**src/rtl/bcd_updown_counter_pkg.sv**
```systemverilog
// bcd_pkg: shared BCD digit type, digit limits and load-value clamp.
package bcd_pkg;
    typedef logic [3:0] bcd_t;
    localparam bcd_t BCD_MAX  = 4'd9;
    localparam bcd_t BCD_ZERO = 4'd0;
    function automatic bcd_t clamp(input bcd_t d);
        return (d > BCD_MAX) ? BCD_MAX : d;
    endfunction
endpackage

```
**src/rtl/bcd_updown_counter_if.sv**
```systemverilog
// bcd_updown_counter_if: front-panel control inputs and BCD count outputs.
interface bcd_updown_counter_if #(parameter int DIGITS = 3) ();
    logic                  step_n;
    logic                  en;
    logic                  up;
    logic                  load_n;
    logic [4*DIGITS-1:0]   load_val;
    logic [4*DIGITS-1:0]   bcd;
    logic                  tc;
    modport master (output step_n, en, up, load_n, load_val, input bcd, tc);
    modport slave  (input step_n, en, up, load_n, load_val, output bcd, tc);
endinterface

```
**src/rtl/bcd_updown_counter_digit_cell.sv**
```systemverilog
// bcd_digit_cell: one registered BCD digit with load, carry and borrow.
module bcd_digit_cell
    import bcd_pkg::*;
(
    input  logic clk,
    input  logic rst_n,
    input  logic inc,
    input  logic dec,
    input  logic ld,
    input  bcd_t ld_val,
    output bcd_t q,
    output logic co,
    output logic bo
);
    bcd_t r_q;
    always_ff @(posedge clk or negedge rst_n) begin
        if (!rst_n)   r_q <= BCD_ZERO;
        else if (ld)  r_q <= clamp(ld_val);
        else if (inc) r_q <= (r_q == BCD_MAX)  ? BCD_ZERO : r_q + 4'd1;
        else if (dec) r_q <= (r_q == BCD_ZERO) ? BCD_MAX  : r_q - 4'd1;
    end
    assign q  = r_q;
    assign co = (r_q == BCD_MAX) & inc;
    assign bo = (r_q == BCD_ZERO) & dec;
endmodule

```
**src/rtl/bcd_updown_counter.sv**
```systemverilog
// bcd_updown_counter: multi-digit BCD up/down counter with pushbutton
// synchroniser, parallel load, wrap/saturate limits and terminal-count pulse.
module bcd_updown_counter
    import bcd_pkg::*;
#(
    parameter int DIGITS   = 3,
    parameter bit SATURATE = 1'b0
) (
    input logic clk,
    input logic rst_n,
    bcd_updown_counter_if.slave bus
);
    logic r_s1, r_s2, r_s3, r_tc;
    logic w_step, w_evt, w_sat, w_ld;
    logic [DIGITS:0]   w_inc, w_dec;
    logic [DIGITS-1:0] w_is9, w_is0;
    bcd_t              w_q [DIGITS];
    always_ff @(posedge clk or negedge rst_n) begin
        if (!rst_n) begin
            {r_s3, r_s2, r_s1} <= 3'b111;
            r_tc               <= 1'b0;
        end else begin
            {r_s3, r_s2, r_s1} <= {r_s2, r_s1, bus.step_n};
            r_tc               <= w_inc[DIGITS] | w_dec[DIGITS] | w_sat;
        end
    end
    assign w_step = r_s3 & ~r_s2;
    assign w_ld   = ~bus.load_n;
    assign w_evt  = w_step & bus.en & bus.load_n;
    // At a limit in saturate mode the step is swallowed but still flagged on tc.
    assign w_sat    = SATURATE && w_evt && (bus.up ? &w_is9 : &w_is0);
    assign w_inc[0] = w_evt & bus.up & ~w_sat;
    assign w_dec[0] = w_evt & ~bus.up & ~w_sat;
    for (genvar i = 0; i < DIGITS; i++) begin : g_dig
        bcd_digit_cell u_cell (
            .clk    (clk),
            .rst_n  (rst_n),
            .inc    (w_inc[i]),
            .dec    (w_dec[i]),
            .ld     (w_ld),
            .ld_val (bus.load_val[4*i+:4]),
            .q      (w_q[i]),
            .co     (w_inc[i+1]),
            .bo     (w_dec[i+1])
        );
        assign w_is9[i]           = (w_q[i] == BCD_MAX);
        assign w_is0[i]           = (w_q[i] == BCD_ZERO);
        assign bus.bcd[4*i+:4]    = w_q[i];
    end
    assign bus.tc = r_tc;
endmodule
```
**src/flat_wrapper.sv**
```systemverilog
// flat-port wrapper written by rule: the top's interface ports become plain ports
module bcd_updown_counter_flat import bcd_pkg::*;
#(
    parameter int DIGITS   = 3,
    parameter bit SATURATE = 1'b0
)
  (clk, rst_n, bus_step_n, bus_en, bus_up, bus_load_n, bus_load_val, bus_bcd, bus_tc);
  bcd_updown_counter_if #(.DIGITS(DIGITS)) bus_i ();
  input logic clk;
  input logic rst_n;
  input wire logic [$bits(bus_i.step_n)-1:0] bus_step_n;
  input wire logic [$bits(bus_i.en)-1:0] bus_en;
  input wire logic [$bits(bus_i.up)-1:0] bus_up;
  input wire logic [$bits(bus_i.load_n)-1:0] bus_load_n;
  input wire logic [$bits(bus_i.load_val)-1:0] bus_load_val;
  output wire logic [$bits(bus_i.bcd)-1:0] bus_bcd;
  output wire logic [$bits(bus_i.tc)-1:0] bus_tc;
  assign bus_i.step_n = bus_step_n;
  assign bus_i.en = bus_en;
  assign bus_i.up = bus_up;
  assign bus_i.load_n = bus_load_n;
  assign bus_i.load_val = bus_load_val;
  assign bus_bcd = bus_i.bcd;
  assign bus_tc = bus_i.tc;
  bcd_updown_counter #(.DIGITS(DIGITS), .SATURATE(SATURATE)) u_core (.clk(clk), .rst_n(rst_n), .bus(bus_i));
endmodule
```
**config.mk**
```make
export PLATFORM = sky130hd
export DESIGN_NAME = bcd_updown_counter_flat
export DESIGN_NICKNAME = d
export VERILOG_FILES = /design/src/rtl/bcd_updown_counter_pkg.sv /design/src/rtl/bcd_updown_counter_if.sv /design/src/rtl/bcd_updown_counter_digit_cell.sv /design/src/rtl/bcd_updown_counter.sv /design/src/flat_wrapper.sv
export SDC_FILE = /design/constraint.sdc
export NUM_CORES = 1
export LEC_CHECK = 0
export BUFFER_PORTS_ARGS = -buffer_cell sky130_fd_sc_hd__buf_2
export CAP_MARGIN = 10
export CORE_ASPECT_RATIO = 1.25
export CORE_MARGIN = 5
export CORE_UTILIZATION = 46
export CTS_BUF_LIST = sky130_fd_sc_hd__clkbuf_4
export CTS_CLUSTER_DIAMETER = 30
export DETAILED_ROUTE_END_ITERATION = 10
export PLACE_DENSITY = 0.7
export SKIP_LAST_GASP = 1
export SYNTH_ARGS = -nofsm -noshare
export SYNTH_HDL_FRONTEND = slang
export SYNTH_SLANG_ARGS = --single-unit
```
**constraint.sdc**
```tcl
create_clock -name clk -period 2.3 [get_ports clk]
set_input_delay 0.46 -clock clk [delete_from_list [all_inputs] [get_ports clk]]
set_output_delay 0.46 -clock clk [all_outputs]
set_load 0.01 [all_outputs]
```
==> flow_summary_export.csv, run 1 <==
group,metric,value,unit
layout,layout-drive-gt1-share,0.2963,
detailed_routing,vias,1318,
setup_path,r2r_cells,5,
detailed_routing,vias_per_cell,5.910,
timing,setup_violations,0,
layout,fillerInstances,261,
power_and_ir_drop,vdd.ir_drop.worst,0.0003276,V
detailed_routing,dr.first_iter.drc_count,72,
timing,skew,3.954,ps
floorplan,core_area,2706,um^2
setup_path,crit_required,2510,ps
global_routing,grt_max_degree,30,
placed_design,dp_hpwl,2368,um
floorplan,io_pins,31,
floorplan,fp.dieW,57.55,um
global_routing,grt_overflow,0,
global_routing,grt_pass1_vias,1260,
placed_design,gp_congestion,0.9299,
cts,cts_buffers,3,
placed_design,port_buffers,30,
timing,rsz0062_at_grt,"false",
synth,seq_area_frac_synth,0.3109,
detailed_routing,drt_pass1_iterations,4,
cts,cts_sinks,16,
cts,clk_latency,290,ps
synth,synth_ff_type,"dfrtp_1",
setup_path,critical_path_class,"register to register",
cts,cts-htree-levels,1,
setup_path,critical_path_arrival,2330,ps
synth,yosysWarningCount,0,
synth,synth_compound_area_frac,0.2454,
synth,synth-seq-cells,16,
synth,synth_area,1300,um^2
cts,cts.clk_slew.worst_paths,100,ps
synth,syn_nets,176,
synth,avgSynthCellArea,8.228,um^2
power_and_ir_drop,total_power,830.1,uW
synth,synth-simple-area-share,0.2772,
timing,tightest_slew,441.3,ps
timing,max_freq,472.1,MHz
cts,cts_resized,0,
detailed_routing,routed_wl,3159,um
status,status,"completed",
detailed_routing,drcViolationCount,0,
layout,nets,208,
global_routing,antenna_found_initial,0,
timing,drv_slew,0,
layout,area_growth,17.52,%
synth,synthDistinctLibCells,53,
timing,tns,0,ps
timing,hold_viol_final,0,
cts,root_buffer,"clkbuf_4",
detailed_routing,ant_nets,0,
cts,tritoncts,"built",
synth,synth-edff-count,0,
global_routing,grt_usage,0.1684,
synth,synth_fa_ha_area_frac,0,
layout,antenna_cells,0,
synth,synth_mux_area_frac,0.05679,
global_routing,grt_pass1_wl,5582,um
synth,synth-xor-area-share,0.02695,
setup_path,cp-start-kind,"register",
timing,worst_slack,181.8,ps
floorplan,dieArea,3996,um^2
power_and_ir_drop,powerDensity,543.4,nW/um^2
setup_path,r2r-end,"u_core.g_dig[2].u_cell.q[3]$_DFFE_PN0P_",
detailed_routing,wl_per_cell,14.17,um
synth,synth_top_family_by_area,"simple AND/OR/NAND/NOR gates",
setup_path,worstSetupEndpointType,"register",
hold_path,hp-class,"input port to asynchronous set/reset pin",
setup_path,rrSetupSlack,180,ps
run,drv_cap,0,
setup_path,reg2reg_from,"u_core.g_dig[1].u_cell.q[0]$_DFFE_PN0P_",
synth,netlist_instances,158,
cts,clockBufferDepth,2,
setup_path,path_max_fanout,7,
floorplan,start_util,0.4804,
cts,post_cts_buffers,0,
synth,async_reset_ff_frac,1.000,
placed_design,place_ws,133.8,ps
power_and_ir_drop,p_leak,0.6406,nW
floorplan,die_y,69.44,um
cts,holdBufCountCts,0,
floorplan,rows,21,
timing,fin_crit,2118,ps
timing,slew_headroom,0.7033,
timing,min_period_over_period,0.9210,
-- flip-flops by register name (all words and copies together), names as in the netlist --
register / flops
u_core.g_dig.u_cell.q: 12
u_core.bus.tc: 1
u_core.r_s3: 1
u_core.r_s1: 1
u_core.r_s2: 1
-- power by group --
part / leakage [nW] / internal (mW) / total, mW / switching, mW
logic: 0.441 / 0.145 / 0.315 / 0.170
registers: 0.185 / 0.313 / 0.356 / 0.0429
clock network: 0.0154 / 0.0630 / 0.159 / 0.0957
-- cells in the mapped netlist, types with 2 or more instances --
master     n  area share
or3_1      2      0.0096
dfstp_2    3       0.061
dfrtp_1   13        0.25
nand3_1    4       0.015
o21ai_0    6       0.023
nor3_1     2      0.0077
nor4_1     3       0.014
or4_4      2       0.017
mux2i_1    4       0.031
o31ai_1    2       0.012
nor3_2     3       0.023
a21oi_1    7       0.027
buf_6      2       0.017
nor2_1    12       0.035
inv_1      8       0.023
a41oi_1    2       0.013
nand2_1   14       0.040
nand3b_1   3       0.017
nand2b_1   4       0.019
o22ai_1    4       0.019
xnor2_1    3       0.020
mux2_2     3       0.026
a31oi_1    6       0.029
clkbuf_1   8       0.023
buf_2      2      0.0077
o211ai_1   2       0.012
o21ai_1    5       0.019
a22oi_1    3       0.017
a21o_1     2       0.012
-- kinds of logic after synthesis --
group	after synthesis
and+or+nand+nor	60
buffers and inverters	23
xor gates and xnor gates	4
muxes	7
DFF	16
AOI/OAI and AO/OA	48
-- worst max-delay path by stage --
stage	startpoint	endpoint	slack [ps]	cells past startpoint
2_1_floorplan	u_core.g_dig[1].u_cell.q[2]$_DFFE_PN0P_	u_core.g_dig[2].u_cell.q[3]$_DFFE_PN0P_	100	7
3_3_place_gp	bus_up	u_core.g_dig[2].u_cell.q[3]$_DFFE_PN0P_	190	6
3_5_place_dp	bus_up	u_core.g_dig[2].u_cell.q[3]$_DFFE_PN0P_	130	6
4_1_cts	u_core.g_dig[1].u_cell.q[0]$_DFFE_PN0P_	u_core.g_dig[2].u_cell.q[3]$_DFFE_PN0P_	180	5
5_1_grt	u_core.g_dig[1].u_cell.q[0]$_DFFE_PN0P_	u_core.g_dig[2].u_cell.q[3]$_DFFE_PN0P_	100	5
6_report	u_core.g_dig[1].u_cell.q[0]$_DFFE_PN0P_	u_core.g_dig[2].u_cell.q[3]$_DFFE_PN0P_	180	5
-- cell type report --
type / count / area, um^2 / area share
multi-input cells: 119 / 788.3 / 0.5160
clock inverters: 1 / 3.754 / 0.002457
repair buffers: 41 / 232.7 / 0.1523
inverters: 9 / 33.78 / 0.02211
well taps: 34 / 42.54 / 0.02785
clock buffers: 3 / 22.52 / 0.01474
flip-flops and latches: 16 / 404.1 / 0.2645
-- worst max-delay path, cell delays in order, from the launching register on --
cell,delay (ps)
dfrtp_1,390
or4_4,550
or4_4,550
nor4b_2,280
a31oi_1,70
a41oi_1,210
-- per-layer routing --
layer	GRT usage	vias to the layer above	routed length, um
li1	-	649	-
met1	0.2331	625	1349
met2	0.2751	42	1577
met3	0.02048	2	218
met4	0.03866	0	13
met5	0	-	0
-- metrics by stage --
step	instance area (um^2)	utilization	hold WS, ps	std cells
after global routing	1528	0.5645	88.02	223
after global placement	1501	0.5548	347.5	219
final	1528	0.5645	74.11	223
after floorplan	1300	-	164.4	158
after CTS	1528	0.5645	77.16	223
after detailed placement	1501	0.5548	349.5	219
-- layout by cell type (no fill, tap or decap), types with 3 or more instances in the layout --
master / instances
o21ai_1: 5
dfrtp_1: 13
nor4_1: 3
buf_2: 30
mux2_2: 3
nand2b_1: 4
o21ai_0: 6
inv_1: 8
o22ai_1: 4
nand3_1: 4
nand3b_1: 3
clkbuf_4: 3
mux2i_1: 4
a31oi_1: 6
buf_4: 11
nor2_1: 12
dfstp_2: 3
xnor2_1: 3
nand2_1: 14
a21oi_1: 7
nor3_2: 3
a22oi_1: 3
(Power assumes the default switching activity.)
==> run 2, diff against run 1 <==
CORE_MARGIN = default   (was 5)
==> run 2 against run 1 <==
Effect of this change:
- non-clock buffer count stayed put
- via count is 0.76% higher
- fmax increased by 0.26%
- wire length rose by 2.2%
- critical path depth unchanged
- count of clock-buffer cells in the layout unchanged
==> flow_summary_export.csv, run 2 (synthesis gave the netlist of run 1 again) <==
group,metric,value,unit
detailed_routing,dr.first_iter.drc_count,36,
placed_design,dpl-instance-area,1501,um^2
power_and_ir_drop,power_switching_share,0.3816,
layout,antenna_cells,0,
floorplan,die_y,61.44,um
detailed_routing,routed_wl,3230,um
status,status,"completed",
setup_path,crit_required,2530,ps
power_and_ir_drop,vdd.ir_drop.worst,0.0003847,V
cts,clockBufferDepth,2,
detailed_routing,wl_per_cell,14.48,um
timing,hold_viol_final,0,
detailed_routing,met3WireLength,183,um
placed_design,dp_hpwl,2368,um
timing,holdWs,53.72,ps
global_routing,grt_max_degree,30,
setup_path,rrSetupSlack,190,ps
setup_path,path_max_fanout,7,
power_and_ir_drop,p_switching,321.8,uW
layout,layout-drive-gt1-share,0.2963,
detailed_routing,ant_nets,0,
power_and_ir_drop,powerDensity,551.9,nW/um^2
timing,rsz0062_at_grt,"false",
layout,layout_commonest_cell,"buf_2",
detailed_routing,vias_per_cell,5.955,
timing,fin_crit,2113,ps
detailed_routing,wl_met2,1645,um
setup_path,critical_path.top_delay_family,"simple AND/OR/NAND/NOR gates",
global_routing,grt_pass1_vias,1250,
layout,final_cell_mix,"buf_2, nand2_1, dfrtp_1",
layout,largest_register_ffs,12,
detailed_routing,drcViolationCount,0,
setup_path,crit_top_cell,"or4_4",
layout,fin_area,1528,um^2
cts,cts_resized,0,
timing,tightest_slew,415.0,ps
detailed_routing,drt_pass1_iterations,4,
detailed_routing,maxUsedRoutingLayer,"met4",
cts,root_buffer,"clkbuf_4",
cts,holdBufCountCts,0,
cts,cts.clk_slew.worst_paths,110,ps
placed_design,gp_congestion,0.9055,
setup_path,r2r_cells,5,
power_and_ir_drop,comb_power_share,0.375,
timing,max_freq,473.3,MHz
timing,min_period_over_period,0.9186,
cts,post_cts_buffers,0,
setup_path,r2r-end,"u_core.g_dig[2].u_cell.q[3]$_DFFE_PN0P_",
detailed_routing,vias,1328,
layout,nets,208,
timing,skew,10.61,ps
power_and_ir_drop,p_leak,0.6401,nW
timing,slew_headroom,0.7233,
floorplan,rows,21,
layout,fillerInstances,269,
run,drv_cap,0,
global_routing,grt_pass1_wl,5616,um
detailed_routing,met1Wirelength,1340,um
setup_path,critical_path_arrival,2350,ps
setup_path,cpPeakStageDelay,550,ps
setup_path,reg2reg_from,"u_core.g_dig[1].u_cell.q[0]$_DFFE_PN0P_",
floorplan,io_pins,31,
power_and_ir_drop,p_int,521.4,uW
timing,tns,0,ps
setup_path,worstSetupEndpointType,"register",
timing,setup_violations,0,
cts,cts-htree-levels,1,
cts,cts_buffers,3,
power_and_ir_drop,pwr-share-clk,0.201,
global_routing,grt_overflow,0,
cts,clk_latency,310,ps
layout,area_growth,17.52,%
cts,cts_sinks,16,
floorplan,core_area,2680,um^2
setup_path,worstPathCellList,"or4_4 > or4_4 > nor4b_2 > a31oi_1 > a41oi_1",
setup_path,critPathBufInv,0,
global_routing,antenna_found_initial,0,
floorplan,fp.dieW,49.55,um
setup_path,cp-start-kind,"register",
global_routing,grt_usage,0.2441,
setup_path,critPathSlowestCell,"or4_4",
floorplan,start_util,0.4851,
placed_design,port_buffers,30,
timing,drv_slew,0,
power_and_ir_drop,seqPwrFrac,0.424,
cts,tritoncts,"built",
hold_path,hp-class,"input port to asynchronous set/reset pin",
floorplan,dieArea,3044,um^2
setup_path,critical_path_class,"register to register",
-- run 2: cell counts in the layout (fill, tap and decap cells not counted) --
Identical to the previous run, type by type.
-- run 2: area by class of cell --
cell class | instances | area, um^2 | share of cell area
clock buffers | 3 | 22.52 | 0.01474
clock inverters | 1 | 3.754 | 0.002457
inverters | 9 | 33.78 | 0.02211
multi-input cells | 119 | 788.3 | 0.5160
flip-flops and latches | 16 | 404.1 | 0.2645
well taps | 34 | 42.54 | 0.02785
repair buffers | 41 | 232.7 | 0.1523
-- run 2: worst reg2reg max path, delay by kind of cell (launching register included) --
kind               cells  cell delay [ps]
and+or+nand+nor        3             1370
DFF                    1              400
AOI/OAI and AO/OA      2              270
-- run 2: power by group through the flow --
stage	Combinational (mW)	Sequential (mW)	Clock, mW
CTS	0.316	0.357	0.169
detailed placement	0.314	0.362	0
global route	0.354	0.363	0.183
floorplan	0.211	0.358	0
finish	0.316	0.357	0.170
global placement	0.305	0.359	0
-- run 2: worst max path at each step --
stage	endpoint	cells after the start	start
floorplan	u_core.g_dig[2].u_cell.q[3]$_DFFE_PN0P_	7	u_core.g_dig[1].u_cell.q[2]$_DFFE_PN0P_
global placement	u_core.g_dig[2].u_cell.q[3]$_DFFE_PN0P_	6	bus_up
detailed placement	u_core.g_dig[2].u_cell.q[3]$_DFFE_PN0P_	6	bus_up
CTS	u_core.g_dig[2].u_cell.q[3]$_DFFE_PN0P_	5	u_core.g_dig[1].u_cell.q[0]$_DFFE_PN0P_
global route	u_core.g_dig[2].u_cell.q[3]$_DFFE_PN0P_	5	u_core.g_dig[1].u_cell.q[0]$_DFFE_PN0P_
finish	u_core.g_dig[2].u_cell.q[3]$_DFFE_PN0P_	5	u_core.g_dig[1].u_cell.q[0]$_DFFE_PN0P_
-- run 2: metrics by stage --
| stage | total power, mW | cells | worst slack [ps] | util |
|---|---|---|---|---|
| floorplan | 0.5685 | 158 | 100.2 | - |
| finish | 0.8432 | 223 | 187.3 | 0.5700 |
| CTS | 0.8412 | 223 | 184.2 | 0.5700 |
| global route | 0.8994 | 223 | 92.81 | 0.5700 |
| detailed placement | 0.6768 | 219 | 91.03 | 0.5602 |
| global placement | 0.6647 | 219 | 156.1 | 0.5602 |
-- run 2: metal layers --
layer  GRT usage  vias to the layer above
li1            -                      651
met1      0.2899                      620
met2      0.4324                       50
met3     0.03951                        7
met4      0.1224                        0
met5           0                        -
==> run 3, diff against run 2 <==
REMOVE_ABC_BUFFERS = 1   (was default)
SKIP_LAST_GASP = default   (was 1)
==> run 3 against run 2 <==
Effect of this change:
- wire length shrank 3.4%
- sequential share of layout area grew 0.26 points
- via count is essentially flat
- sequential power grew 2%
- cell count shrank 0.90%
- global-route usage shrank 2.9 points
- clock skew shrank 7.8 ps
- clock power shrank 6%
- register-to-register slack lost 50 ps
- die area is the same
- cell area shrank 0.98%
- critical path type unchanged
- largest power group unchanged
- highest routed layer unchanged
==> flow_summary_export.csv, run 3 (synthesis gave the netlist of run 1 again) <==
group,metric,value,unit
setup_path,worstSetupEndpointType,"register",
status,status,"completed",
floorplan,io_pins,31,
timing,max_freq,463.2,MHz
timing,setup_violations,0,
cts,post_cts_buffers,0,
cts,tritoncts,"built",
layout,final_cell_mix,"buf_2, nand2_1, dfrtp_1",
cts,root_buffer,"clkbuf_4",
detailed_routing,vias_per_cell,6.014,
floorplan,dieArea,3044,um^2
detailed_routing,routed_wl,3120,um
power_and_ir_drop,vdd.ir_drop.worst,0.0004595,V
floorplan,die_y,61.44,um
timing,hold_viol_final,0,
timing,fin_crit,2159,ps
placed_design,port_buffers,30,
cts,clk_latency,280,ps
floorplan,start_util,0.4851,
timing,drv_slew,0,
power_and_ir_drop,powerDensity,543.5,nW/um^2
setup_path,reg2reg_from,"u_core.g_dig[0].u_cell.q[0]$_DFFE_PN0P_",
cts,holdBufCountCts,0,
setup_path,r2r_cells,5,
global_routing,grt_usage,0.2155,
floorplan,core_area,2680,um^2
floorplan,rows,21,
cts,cts-htree-levels,1,
layout,antenna_cells,0,
detailed_routing,ant_nets,0,
power_and_ir_drop,p_leak,0.6306,nW
setup_path,cp-start-kind,"register",
hold_path,hp-class,"input port to asynchronous set/reset pin",
run,drv_cap,0,
setup_path,r2r-end,"u_core.g_dig[2].u_cell.q[3]$_DFFE_PN0P_",
setup_path,critical_path_class,"register to register",
timing,tns,0,ps
setup_path,crit_required,2500,ps
cts,cts_resized,0,
power_and_ir_drop,total_power,822.2,uW
layout,seq_area,404.1,um^2
placed_design,gp_congestion,0.8209,
detailed_routing,drcViolationCount,0,
layout,nets,206,
setup_path,critical_path_arrival,2360,ps
layout,multi_input_area,788.3,um^2
placed_design,dp_hpwl,2270,um
global_routing,grt_pass1_vias,1145,
cts,clockBufferDepth,2,
global_routing,antenna_found_initial,0,
detailed_routing,drt_pass1_iterations,4,
global_routing,grt_overflow,0,
global_routing,grt_max_degree,30,
cts,cts_sinks,16,
layout,layout-drive-gt1-share,0.2888,
detailed_routing,vias,1329,
layout,layout_commonest_cell,"buf_2",
cts,cts_buffers,3,
timing,tightest_slew,424.4,ps
setup_path,path_max_fanout,11,
layout,area_growth,16.36,%
timing,min_period_over_period,0.9386,
setup_path,rrSetupSlack,140,ps
floorplan,fp.dieW,49.55,um
timing,skew,2.776,ps
cts,cts.clk_slew.worst_paths,110,ps
timing,slew_headroom,0.7170,
detailed_routing,wl_per_cell,14.12,um
global_routing,grt_pass1_wl,5099,um
detailed_routing,dr.first_iter.drc_count,55,
layout,fillerInstances,264,
layout,largest_register_ffs,12,
timing,rsz0062_at_grt,"false",
[run 3: critical path, cell delays in order (launching register included)]
cell	delay (ps)
dfrtp_1	500
or4b_1	550
or4_4	480
nor4b_2	260
a31oi_1	60
a41oi_1	220
[run 3: per-layer routing]
metal	GRT usage	part of all wire
met5	0	0
met4	0.05714	0.0061
met3	0.02469	0.052
met2	0.3938	0.53
met1	0.2713	0.42
[run 3: worst max path at each step]
stage	from	slack, ps	to
final	u_core.g_dig[0].u_cell.q[0]$_DFFE_PN0P_	140	u_core.g_dig[2].u_cell.q[3]$_DFFE_PN0P_
after global routing	u_core.g_dig[0].u_cell.q[0]$_DFFE_PN0P_	20	u_core.g_dig[2].u_cell.q[3]$_DFFE_PN0P_
after CTS	u_core.g_dig[0].u_cell.q[0]$_DFFE_PN0P_	140	u_core.g_dig[2].u_cell.q[3]$_DFFE_PN0P_
after detailed placement	bus_up	80	u_core.g_dig[2].u_cell.q[3]$_DFFE_PN0P_
after global placement	bus_up	150	u_core.g_dig[2].u_cell.q[3]$_DFFE_PN0P_
after floorplan	u_core.g_dig[1].u_cell.q[0]$_DFFE_PN0P_	80	u_core.g_dig[2].u_cell.q[3]$_DFFE_PN0P_
[run 3: where the power goes]
part,switching (mW),internal [mW]
Combinational,0.161,0.138
Clock,0.0957,0.0628
Sequential,0.0508,0.313
[run 3: stage by stage]
step           hold slack, ps    util  instances  instance area, um^2  setup WS [ps]
2_1_floorplan           164.4       -        144                 1226          81.87
3_3_place_gp            350.2  0.5546        217                 1486          153.0
3_5_place_dp            347.9  0.5546        217                 1486          80.44
4_1_cts                 87.11  0.5644        221                 1513          140.7
5_1_grt                 97.88  0.5644        221                 1513          23.34
6_report                77.65  0.5644        221                 1513          141.2
[run 3: cell type report]
type / count / area share
multi-input combinational: 119 / 0.5211
inverter: 9 / 0.02233
sequential: 16 / 0.2672
clock buffer: 3 / 0.01489
tap: 34 / 0.02812
timing repair buffer: 39 / 0.1439
clock inverter: 1 / 0.002481
